<file path="config.mk">
export PLATFORM = sky130hd
export DESIGN_NAME = fetch_stage
export DESIGN_NICKNAME = d
export VERILOG_FILES = /design/src/rtl/riscv_pkg.sv /design/src/rtl/if_id_reg.sv /design/src/rtl/fetch_stage.sv
export SDC_FILE = /design/constraint.sdc
export NUM_CORES = 1
export LEC_CHECK = 0
export ABC_AREA = 1
export ABC_CLOCK_PERIOD_IN_PS = 6800
export CELL_PAD_IN_SITES_DETAIL_PLACEMENT = 0
export CELL_PAD_IN_SITES_GLOBAL_PLACEMENT = 1
export CORE_MARGIN = 2
export CORE_UTILIZATION = 38
export DETAILED_ROUTE_END_ITERATION = 7
export GPL_ROUTABILITY_DRIVEN = 0
export HOLD_SLACK_MARGIN = 0.15
export PLACE_DENSITY = 0.88
export SKIP_CTS_REPAIR_TIMING = 1
export SYNTH_ARGS = -nofsm -noshare
export SYNTH_HDL_FRONTEND = slang
export SYNTH_SLANG_ARGS = --single-unit
export TNS_END_PERCENT = 30
</file>
<file path="constraint.sdc">
create_clock -name clk -period 6.8 [get_ports clk]
set_input_delay 1.02 -clock clk [delete_from_list [all_inputs] [get_ports clk]]
set_output_delay 1.02 -clock clk [all_outputs]
set_load 0.02 [all_outputs]
</file>
<file path="src/rtl/riscv_pkg.sv">
// Shared types and constants for the RV32I pipeline front end.
package riscv_pkg;

   localparam int          XLEN_DEF     = 32;
   localparam logic [31:0] NOP_INSTR    = 32'h0000_0013;
   localparam logic [31:0] RESET_PC_DEF = 32'h0000_0000;

   typedef enum logic [1:0] {
      REQ  = 2'd0,
      BUF  = 2'd1,
      DROP = 2'd2
   } fetch_state_t;

   // Counter increment that sticks at all-ones instead of wrapping.
   function automatic logic [31:0] sat_inc(input logic [31:0] v);
      return (v == 32'hFFFF_FFFF) ? v : v + 32'd1;
   endfunction

endpackage

</file>
<file path="src/rtl/if_id_reg.sv">
// IF/ID pipeline register: reset > flush > stall > load.
module if_id_reg
   import riscv_pkg::*;
#(
   parameter int XLEN = XLEN_DEF
) (
   input  logic            clk,
   input  logic            rst,
   input  logic            flushD,
   input  logic            stallD,
   input  logic            load,
   input  logic [31:0]     load_instr,
   input  logic [XLEN-1:0] load_pc,
   input  logic            load_valid,
   output logic [31:0]     instrD,
   output logic [XLEN-1:0] pcD,
   output logic [XLEN-1:0] pc_plus4D,
   output logic            validD
);

   always_ff @(posedge clk or posedge rst) begin
      if (rst) begin
         instrD    <= NOP_INSTR;
         pcD       <= '0;
         pc_plus4D <= '0;
         validD    <= 1'b0;
      end else if (flushD) begin
         instrD    <= NOP_INSTR;
         pcD       <= '0;
         pc_plus4D <= '0;
         validD    <= 1'b0;
      end else if (!stallD && load) begin
         instrD    <= load_instr;
         pcD       <= load_pc;
         pc_plus4D <= load_pc + XLEN'(4);
         validD    <= load_valid;
      end
   end

endmodule

</file>
<file path="src/rtl/fetch_stage.sv">
// IF stage: PC register, single-outstanding imem request FSM and IF/ID register.
// Optional FETCH_PERF_CNT_EN adds saturating bubble_cnt / drop_cnt outputs.
module fetch_stage
   import riscv_pkg::*;
#(
   parameter int              XLEN     = XLEN_DEF,
   parameter logic [XLEN-1:0] RESET_PC = XLEN'(RESET_PC_DEF)
) (
   input  logic            clk,
   input  logic            rst,
   input  logic            stallF,
   input  logic            stallD,
   input  logic            flushD,
   input  logic            pc_src,
   input  logic [XLEN-1:0] pc_targetE,
   output logic            imem_req,
   output logic [XLEN-1:0] imem_addr,
   input  logic            imem_rvalid,
   input  logic [31:0]     imem_rdata,
   output logic [31:0]     instrD,
   output logic [XLEN-1:0] pcD,
   output logic [XLEN-1:0] pc_plus4D,
   output logic            validD
`ifdef FETCH_PERF_CNT_EN
   ,
   output logic [31:0]     bubble_cnt,
   output logic [31:0]     drop_cnt
`endif
);

   fetch_state_t    state_reg, state_next;
   logic [XLEN-1:0] pcf_reg, pcf_next;
   logic [XLEN-1:0] held_addr_reg, held_addr_next;
   logic [31:0]     buf_instr_reg, buf_instr_next;

   logic            accept;
   logic [XLEN-1:0] target;
   logic [XLEN-1:0] pcf_plus4;

   logic            ifid_load;
   logic [31:0]     ifid_instr;
   logic [XLEN-1:0] ifid_pc;
   logic            ifid_valid;
   logic            bubble_ld;
   logic            bubble_evt;
   logic            drop_evt;

   assign accept    = !stallD;
   assign target    = pc_targetE & ~XLEN'(3);
   assign pcf_plus4 = pcf_reg + XLEN'(4);

   always_ff @(posedge clk or posedge rst) begin
      if (rst) begin
         state_reg     <= REQ;
         pcf_reg       <= RESET_PC;
         held_addr_reg <= '0;
         buf_instr_reg <= NOP_INSTR;
      end else begin
         state_reg     <= state_next;
         pcf_reg       <= pcf_next;
         held_addr_reg <= held_addr_next;
         buf_instr_reg <= buf_instr_next;
      end
   end

   always_comb begin
      state_next     = state_reg;
      pcf_next       = pcf_reg;
      held_addr_next = held_addr_reg;
      buf_instr_next = buf_instr_reg;
      imem_req       = 1'b0;
      imem_addr      = pcf_reg;
      ifid_load      = 1'b0;
      ifid_instr     = NOP_INSTR;
      ifid_pc        = '0;
      ifid_valid     = 1'b0;
      bubble_ld      = 1'b0;
      drop_evt       = 1'b0;

      case (state_reg)
         REQ: begin
            imem_req = 1'b1;
            if (pc_src) begin
               // Redirect wins; a response that lands now belongs to the old path.
               pcf_next  = target;
               bubble_ld = accept;
               if (imem_rvalid) begin
                  drop_evt = 1'b1;
               end else begin
                  held_addr_next = pcf_reg;
                  state_next     = DROP;
               end
            end else if (imem_rvalid && accept && !stallF) begin
               ifid_load  = 1'b1;
               ifid_instr = imem_rdata;
               ifid_pc    = pcf_reg;
               ifid_valid = 1'b1;
               pcf_next   = pcf_plus4;
            end else if (imem_rvalid) begin
               buf_instr_next = imem_rdata;
               state_next     = BUF;
               bubble_ld      = accept;
            end else begin
               bubble_ld = accept;
            end
         end

         BUF: begin
            if (pc_src) begin
               pcf_next   = target;
               state_next = REQ;
               drop_evt   = 1'b1;
               bubble_ld  = accept;
            end else if (accept) begin
               ifid_load  = 1'b1;
               ifid_instr = buf_instr_reg;
               ifid_pc    = pcf_reg;
               ifid_valid = 1'b1;
               pcf_next   = pcf_plus4;
               state_next = REQ;
            end
         end

         DROP: begin
            // Keep the abandoned request stable until memory completes it.
            imem_req  = 1'b1;
            imem_addr = held_addr_reg;
            bubble_ld = accept;
            if (pc_src) begin
               pcf_next = target;
            end
            if (imem_rvalid) begin
               drop_evt   = 1'b1;
               state_next = REQ;
            end
         end

         default: begin
            state_next = REQ;
         end
      endcase

      if (bubble_ld) begin
         ifid_load = 1'b1;
      end
   end

   assign bubble_evt = bubble_ld && !flushD;

   if_id_reg #(
      .XLEN(XLEN)
   ) u_if_id_reg (
      .clk       (clk),
      .rst       (rst),
      .flushD    (flushD),
      .stallD    (stallD),
      .load      (ifid_load),
      .load_instr(ifid_instr),
      .load_pc   (ifid_pc),
      .load_valid(ifid_valid),
      .instrD    (instrD),
      .pcD       (pcD),
      .pc_plus4D (pc_plus4D),
      .validD    (validD)
   );

`ifdef FETCH_PERF_CNT_EN
   logic [1:0] cnt_evt;
   assign cnt_evt = {drop_evt, bubble_evt};

   generate
      for (genvar gi = 0; gi < 2; gi++) begin : g_cnt
         logic [31:0] cnt_reg;
         always_ff @(posedge clk or posedge rst) begin
            if (rst) begin
               cnt_reg <= '0;
            end else if (cnt_evt[gi]) begin
               cnt_reg <= sat_inc(cnt_reg);
            end
         end
      end
   endgenerate

   assign bubble_cnt = g_cnt[0].cnt_reg;
   assign drop_cnt   = g_cnt[1].cnt_reg;
`else
   logic unused_evt;
   assign unused_evt = bubble_evt ^ drop_evt;
`endif

endmodule

</file>
## Word level (Yosys, flattened, before mapping)

Index checks and enable logic that the tools add are counted.

- Add/sub/neg operators: 2
- Equality and inequality tests: 9
- Mux-type cells: 44
- Reductions and logical operators: 13
- Bitwise operators: 3

Operators by type and width:

| kind | number |
|---|---|
| 32-bit 2-to-1 mux | 20 |
| 32-bit one-hot mux with 2 select lines | 2 |
| 32-bit one-hot mux with 3 select lines | 1 |
| 32-bit by 3-bit adder with 32-bit output (second input constant) | 2 |
| 3-bit inequality test (second input constant) | 5 |
| 2-bit 2-to-1 mux | 7 |
| 1-bit 2-to-1 mux | 11 |
| 4-bit AND reduction | 2 |
| 2-bit one-hot mux with 3 select lines | 1 |
| 5-bit AND reduction | 1 |
| 2-bit inequality test (second input constant) | 2 |
| 1-bit logical AND | 3 |
| 1-bit NOT | 3 |
| 1-bit one-hot mux with 3 select lines | 1 |
| 3-bit AND reduction | 1 |
| 3-bit nonzero test | 1 |
| 2-bit by 1-bit == test with 1-bit output (second input constant) | 1 |
| 2-bit == test (second input constant) | 1 |
| 1-bit zero test | 2 |
| 2-bit zero test | 1 |
| 1-bit one-hot mux with 2 select lines | 1 |
| 2-bit nonzero test | 1 |
| 2-bit OR reduction | 1 |

- Input bits: 71
- Register bits: 195
- Output and inout port bits: 130
- Word-level logic and storage cells: 79

## Longest topological paths before layout

- Depth in word-level cells: 10
- Mapped depth: 16
- Mapped depth without buffers: 15

## Cells and area by module

Synthesis repeated with hierarchy kept, for this count alone.

- Cell total of the unflattened synthesis: 1313
- Area total of the unflattened synthesis: 10064.7 um2

By module, submodules not included:

| module | area each (um2) | cells an instance | instances | sequential area each (um2) |
|---|---|---|---|---|
| fetch_stage | 5754.3 | 827 | 1 | 2356.0 |
| if_id_reg | 4310.4 | 486 | 1 | 2381.0 |

## Worst setup path after synthesis

Ideal clock, no wire load.

- Kind: input port to flip-flop
- Start: input port imem_rvalid
- End: register u_if_id_reg.pc_plus4D[28]
- Stages on the path: 15
- Required time: 6.682 ns
- Path slack: 3.899 ns
- Data arrival time: 2.783 ns
- Path buffers: 1
- Library setup time: 0.118 ns
- Cell sequence: inv_1 > nor2_2 > nand3_4 > nand2_4 > inv_2 > buf_2 > nor2_1 > ha_1 > nand2_1 > inv_1 > nand4_4 > nor3_4 > nand4_1 > nand3_1 > nand2_1

- Word-level cells in the longest chain between the ends: 8
- Elaborated cells between the ends (all ways): 17
- Those cells by class: add/sub (1); mux (12); reduce/logical (4)

RTL lines:

| item | RTL line | source |
|---|---|---|
| start: declaration | fetch_stage.sv:18 | `input logic imem_rvalid,` |
| 1-bit logical AND (*) (2 in a row) | fetch_stage.sv:93 | `end else if (imem_rvalid && accept && !stallF) begin` |
| 32-bit 2-to-1 mux or 1-bit 2-to-1 mux (tied branches) | fetch_stage.sv:93 |  |
| 32-bit 2-to-1 mux or 1-bit 2-to-1 mux (tied branches) | fetch_stage.sv:83 | `if (pc_src) begin` |
| 32-bit one-hot mux with 2 select lines, or another cell as far along | fetch_stage.sv:80 | `case (state_reg)` |
| 32-bit by 3-bit adder with 32-bit output or 1-bit 2-to-1 mux (tied branches) | if_id_reg.sv:35, fetch_stage.sv:143 |  |
| 32-bit 2-to-1 mux or 1-bit logical AND (tied branches) | if_id_reg.sv:32 | `end else if (!stallD && load) begin` |
| 32-bit 2-to-1 mux or 2-bit nonzero test (tied branches) | n/a |  |
| end signal: assignment | if_id_reg.sv:35 | `pc_plus4D <= load_pc + XLEN'(4);` |
| end: declaration | if_id_reg.sv:17 | `output logic [XLEN-1:0] pc_plus4D,` |

Mark *: on every way between the ends. The rest lies on a longest branch, timed or not. The select of a mux whose other input is x is not followed.
A chain may end at the register's enable or synchronous reset.

## Worst setup path in the final report

- Start: register state_reg[1]
- End: output port imem_addr[24]

- Word-level cells in the longest chain between the ends: 2

RTL lines:

| item | RTL line | source |
|---|---|---|
| start: declaration | fetch_stage.sv:31 | `fetch_state_t state_reg, state_next;` |
| start signal: assignment | fetch_stage.sv:59 | `state_reg <= state_next;` |
| 2-bit == test | fetch_stage.sv:80 |  |
| 32-bit 2-to-1 mux | fetch_stage.sv:80 |  |
| end: declaration | fetch_stage.sv:17 | `output logic [XLEN-1:0] imem_addr,` |

No other way between the ends.

==> results.json <==
{
  "status": "completed",
  "io_buffers": 196,
  "grt_start_max_net_pins": 89,
  "cp_max_fo": 62,
  "firstDrtPassIters": 7,
  "path_clk_slew_ns": 0.08,
  "leakage_nw": 5.087,
  "netlist_area_um2": 8944,
  "fin_crit_ns": 3.866,
  "synth-simple-area-share": 0.1961,
  "timing.setup.tns_ns": 0,
  "synth_top_area_frac": 0.5092,
  "synth_compound_area_frac": 0.1617,
  "die_h_um": 157.4,
  "clk_latency_ns": 0.44,
  "hold_path.class": "reg -> reg",
  "routedWlPerCell_um": 17.61,
  "first_iter_violations": 556,
  "via_count": 7899,
  "finalHoldViolCount": 0,
  "postSynthAreaPerCell_um2": 8.820,
  "p_clk_frac": 0.291,
  "core_um2": 23260,
  "ys_ff_latch": 188,
  "totalWireLength_um": 26600,
  "max_freq_mhz": 258.7,
  "maxCapViolCount": 0,
  "internal-power_mw": 2.225,
  "synth_cells": 1014,
  "post-route-period-util": 0.5685,
  "skew_ns": 0.01450,
  "die_w_um": 157.4,
  "busiest_layer": "met2",
  "num_rows": 56,
  "power.switching_mw": 1.329,
  "ys_seq_area_frac": 0.5269,
  "power_density_nw_per_um2": 302.8,
  "overflow": 0,
  "met3_usage": 0.05341,
  "grt_pass1_vias": 7524,
  "finalSetupViolations": 0,
  "worst-slew-pin-transition_ns": 1.143,
  "synthXorXnorAreaFrac": 0.009793,
  "synth_top_area_cell": "dfrtp_1",
  "pwr-share-seq": 0.423,
  "cts_made_buffers": 17,
  "final_core_util": 0.5045,
  "cp.arrival_ns": 2.85,
  "end_kind": "output pin",
  "antenna_cells": 0,
  "netlist_top_cells_area": "dfrtp_1, nand2_1, o21ai_0",
  "required_ns": 5.78,
  "grt_pass1_wl_um": 41580,
  "clock_sinks": 188,
  "start_util": 0.3845,
  "rsz0062_at_grt": "false",
  "drcViolationCount": 0,
  "nets": 1251,
  "vdd_drop_max_mv": 0.1564,
  "slew_headroom": 0.2361,
  "synthAdderAreaFrac": 0.002798,
  "grt_use_met1": 0.3048,
  "maxSlewViolCount": 0,
  "crit_type": "reg -> out",
  "synth.area.mux_share": 0.04029,
  "antenna_found_initial": 0,
  "detail-route-antenna-nets": 0,
  "layout-drive-gt1-share": 0.08984,
  "clockBufferDepth": 2,
  "cts_root_buf": "clkbuf_16",
  "cts_tree": "built",
  "yosysMostFrequentCell": "nand2_1",
  "yosysWarnings": 0,
  "postSynth.asyncResetShare": 1.000,
  "vias_per_cell": 5.231,
  "htree_levels": 4,
  "cp-start-kind": "flip-flop",
  "synth.distinct_cells": 42,
  "p_sw_frac": 0.3739,
  "grt_util_met2": 0.3340,
  "synth_common_cells": "nand2_1, dfrtp_1, o21ai_0, inv_1, nor2_1",
  "track_usage": 0.2175,
  "area_delta_synth_final_pct": 31.23,
  "die-area_um2": 24780,
  "pin_count": 201,
  "synth-edff-count": 0,
  "synth_top_family_by_area": "simple AND/OR/NAND/NOR gates",
  "ys.flop_type": "dfrtp_1",
  "post-dp-hpwl_um": 18910,
  "p_total_mw": 3.554,
  "p_comb_frac": 0.285
}
## logic make-up after synthesis
family                     after synthesis
buffers and inverters                  135
DFF                                    188
other                                    1
muxes                                   32
AOI/OAI and AO/OA                      249
xor gates and xnor gates                10
adders and majority gates                2
and+or+nand+nor                        397
## power by group through the flow
| stage | clock, mW | combinational, mW | sequential, mW |
|---|---|---|---|
| after CTS | 1.05 | 1.02 | 1.50 |
| after detailed placement | 0 | 1.01 | 1.52 |
| after floorplan | 0 | 0.597 | 1.48 |
| final | 1.04 | 1.01 | 1.50 |
| after global routing | 1.10 | 1.11 | 1.53 |
| after global placement | 0 | 0.995 | 1.51 |
## stage by stage
stage | setup slack [ns] | hold slack, ns | cell area (um^2) | cells
3_3_place_gp | 2.927 | 0.4645 | 11110 | 1478
4_1_cts | 2.935 | 0.4907 | 11740 | 1510
3_5_place_dp | 2.816 | 0.4705 | 11110 | 1478
5_1_grt | 2.678 | 0.5074 | 11740 | 1510
6_report | 2.934 | 0.4864 | 11740 | 1510
2_1_floorplan | 0.6761 | 0.4534 | 8947 | 1015
## worst max-delay path, stage by stage (launching register included)
cell and delay, ns:
dfrtp_1 0.40, inv_1 0.12, nor2_4 0.87, o21ai_0 0.38, clkdlybuf4s50_1 0.64
## layout make-up
class	count	area, um^2
fillers	2224	11530
flip-flops and latches	188	4712
multi-input cells	692	3696
repair buffers	203	2014
clock buffers	17	425.4
well taps	319	399.1
inverters	76	290.3
clock inverters	15	198.9
## per-layer routing
metal	share of wire	up-vias
li1	-	3746
met1	0.45	3832
met2	0.45	288
met4	0.023	0
met3	0.070	33
met5	0	-
## placed cells by master (no fill, tap or decap), types with 2 or more instances in the layout
cell type,Yosys,layout
nand4_1,15,15
buf_4,5,7
nand2_2,2,2
inv_1,72,71
mux2_2,32,32
o21ai_0,148,148
xnor2_1,2,2
nor3_2,2,2
a22oi_1,33,33
dfstp_2,6,6
o22ai_1,15,15
a21o_1,2,2
nand3_1,45,44
nor2_2,7,5
nor3_4,2,2
nand2_1,246,246
nor2_4,3,5
clkinv_8,0,5
nand3_4,2,2
nor2_1,55,55
o211ai_1,11,11
nor3_1,11,11
o21ai_1,11,11
clkbuf_16,0,17
clkdlybuf4s50_1,0,196
nand3_2,2,3
a22o_1,15,15
inv_12,0,3
conb_1,1,2
dfrtp_1,182,182
inv_2,4,4
ha_1,2,2
xor2_1,8,8
a21oi_1,11,11
inv_6,0,5
inv_8,0,3
## path summary, 6_finish.rpt
path | startpoint | endpoint | slack (ns) | cells past startpoint
setup / recovery | state_reg[1] | imem_addr[24] | 2.93 | 4
hold / removal | u_if_id_reg.instrD[27] | u_if_id_reg.instrD[27] | 0.49 | 2
setup reg to reg | state_reg[0] | u_if_id_reg.pc_plus4D[28] | 3.97 | 13
hold reg to reg | u_if_id_reg.instrD[27] | u_if_id_reg.instrD[27] | 0.49 | 2
max in group asynchronous | rst | u_if_id_reg.pcD[1] | 4.37 | 3
min in group asynchronous | rst | held_addr_reg[27] | 1.10 | 2
No activity file was read; power rests on OpenSTA's default activity.
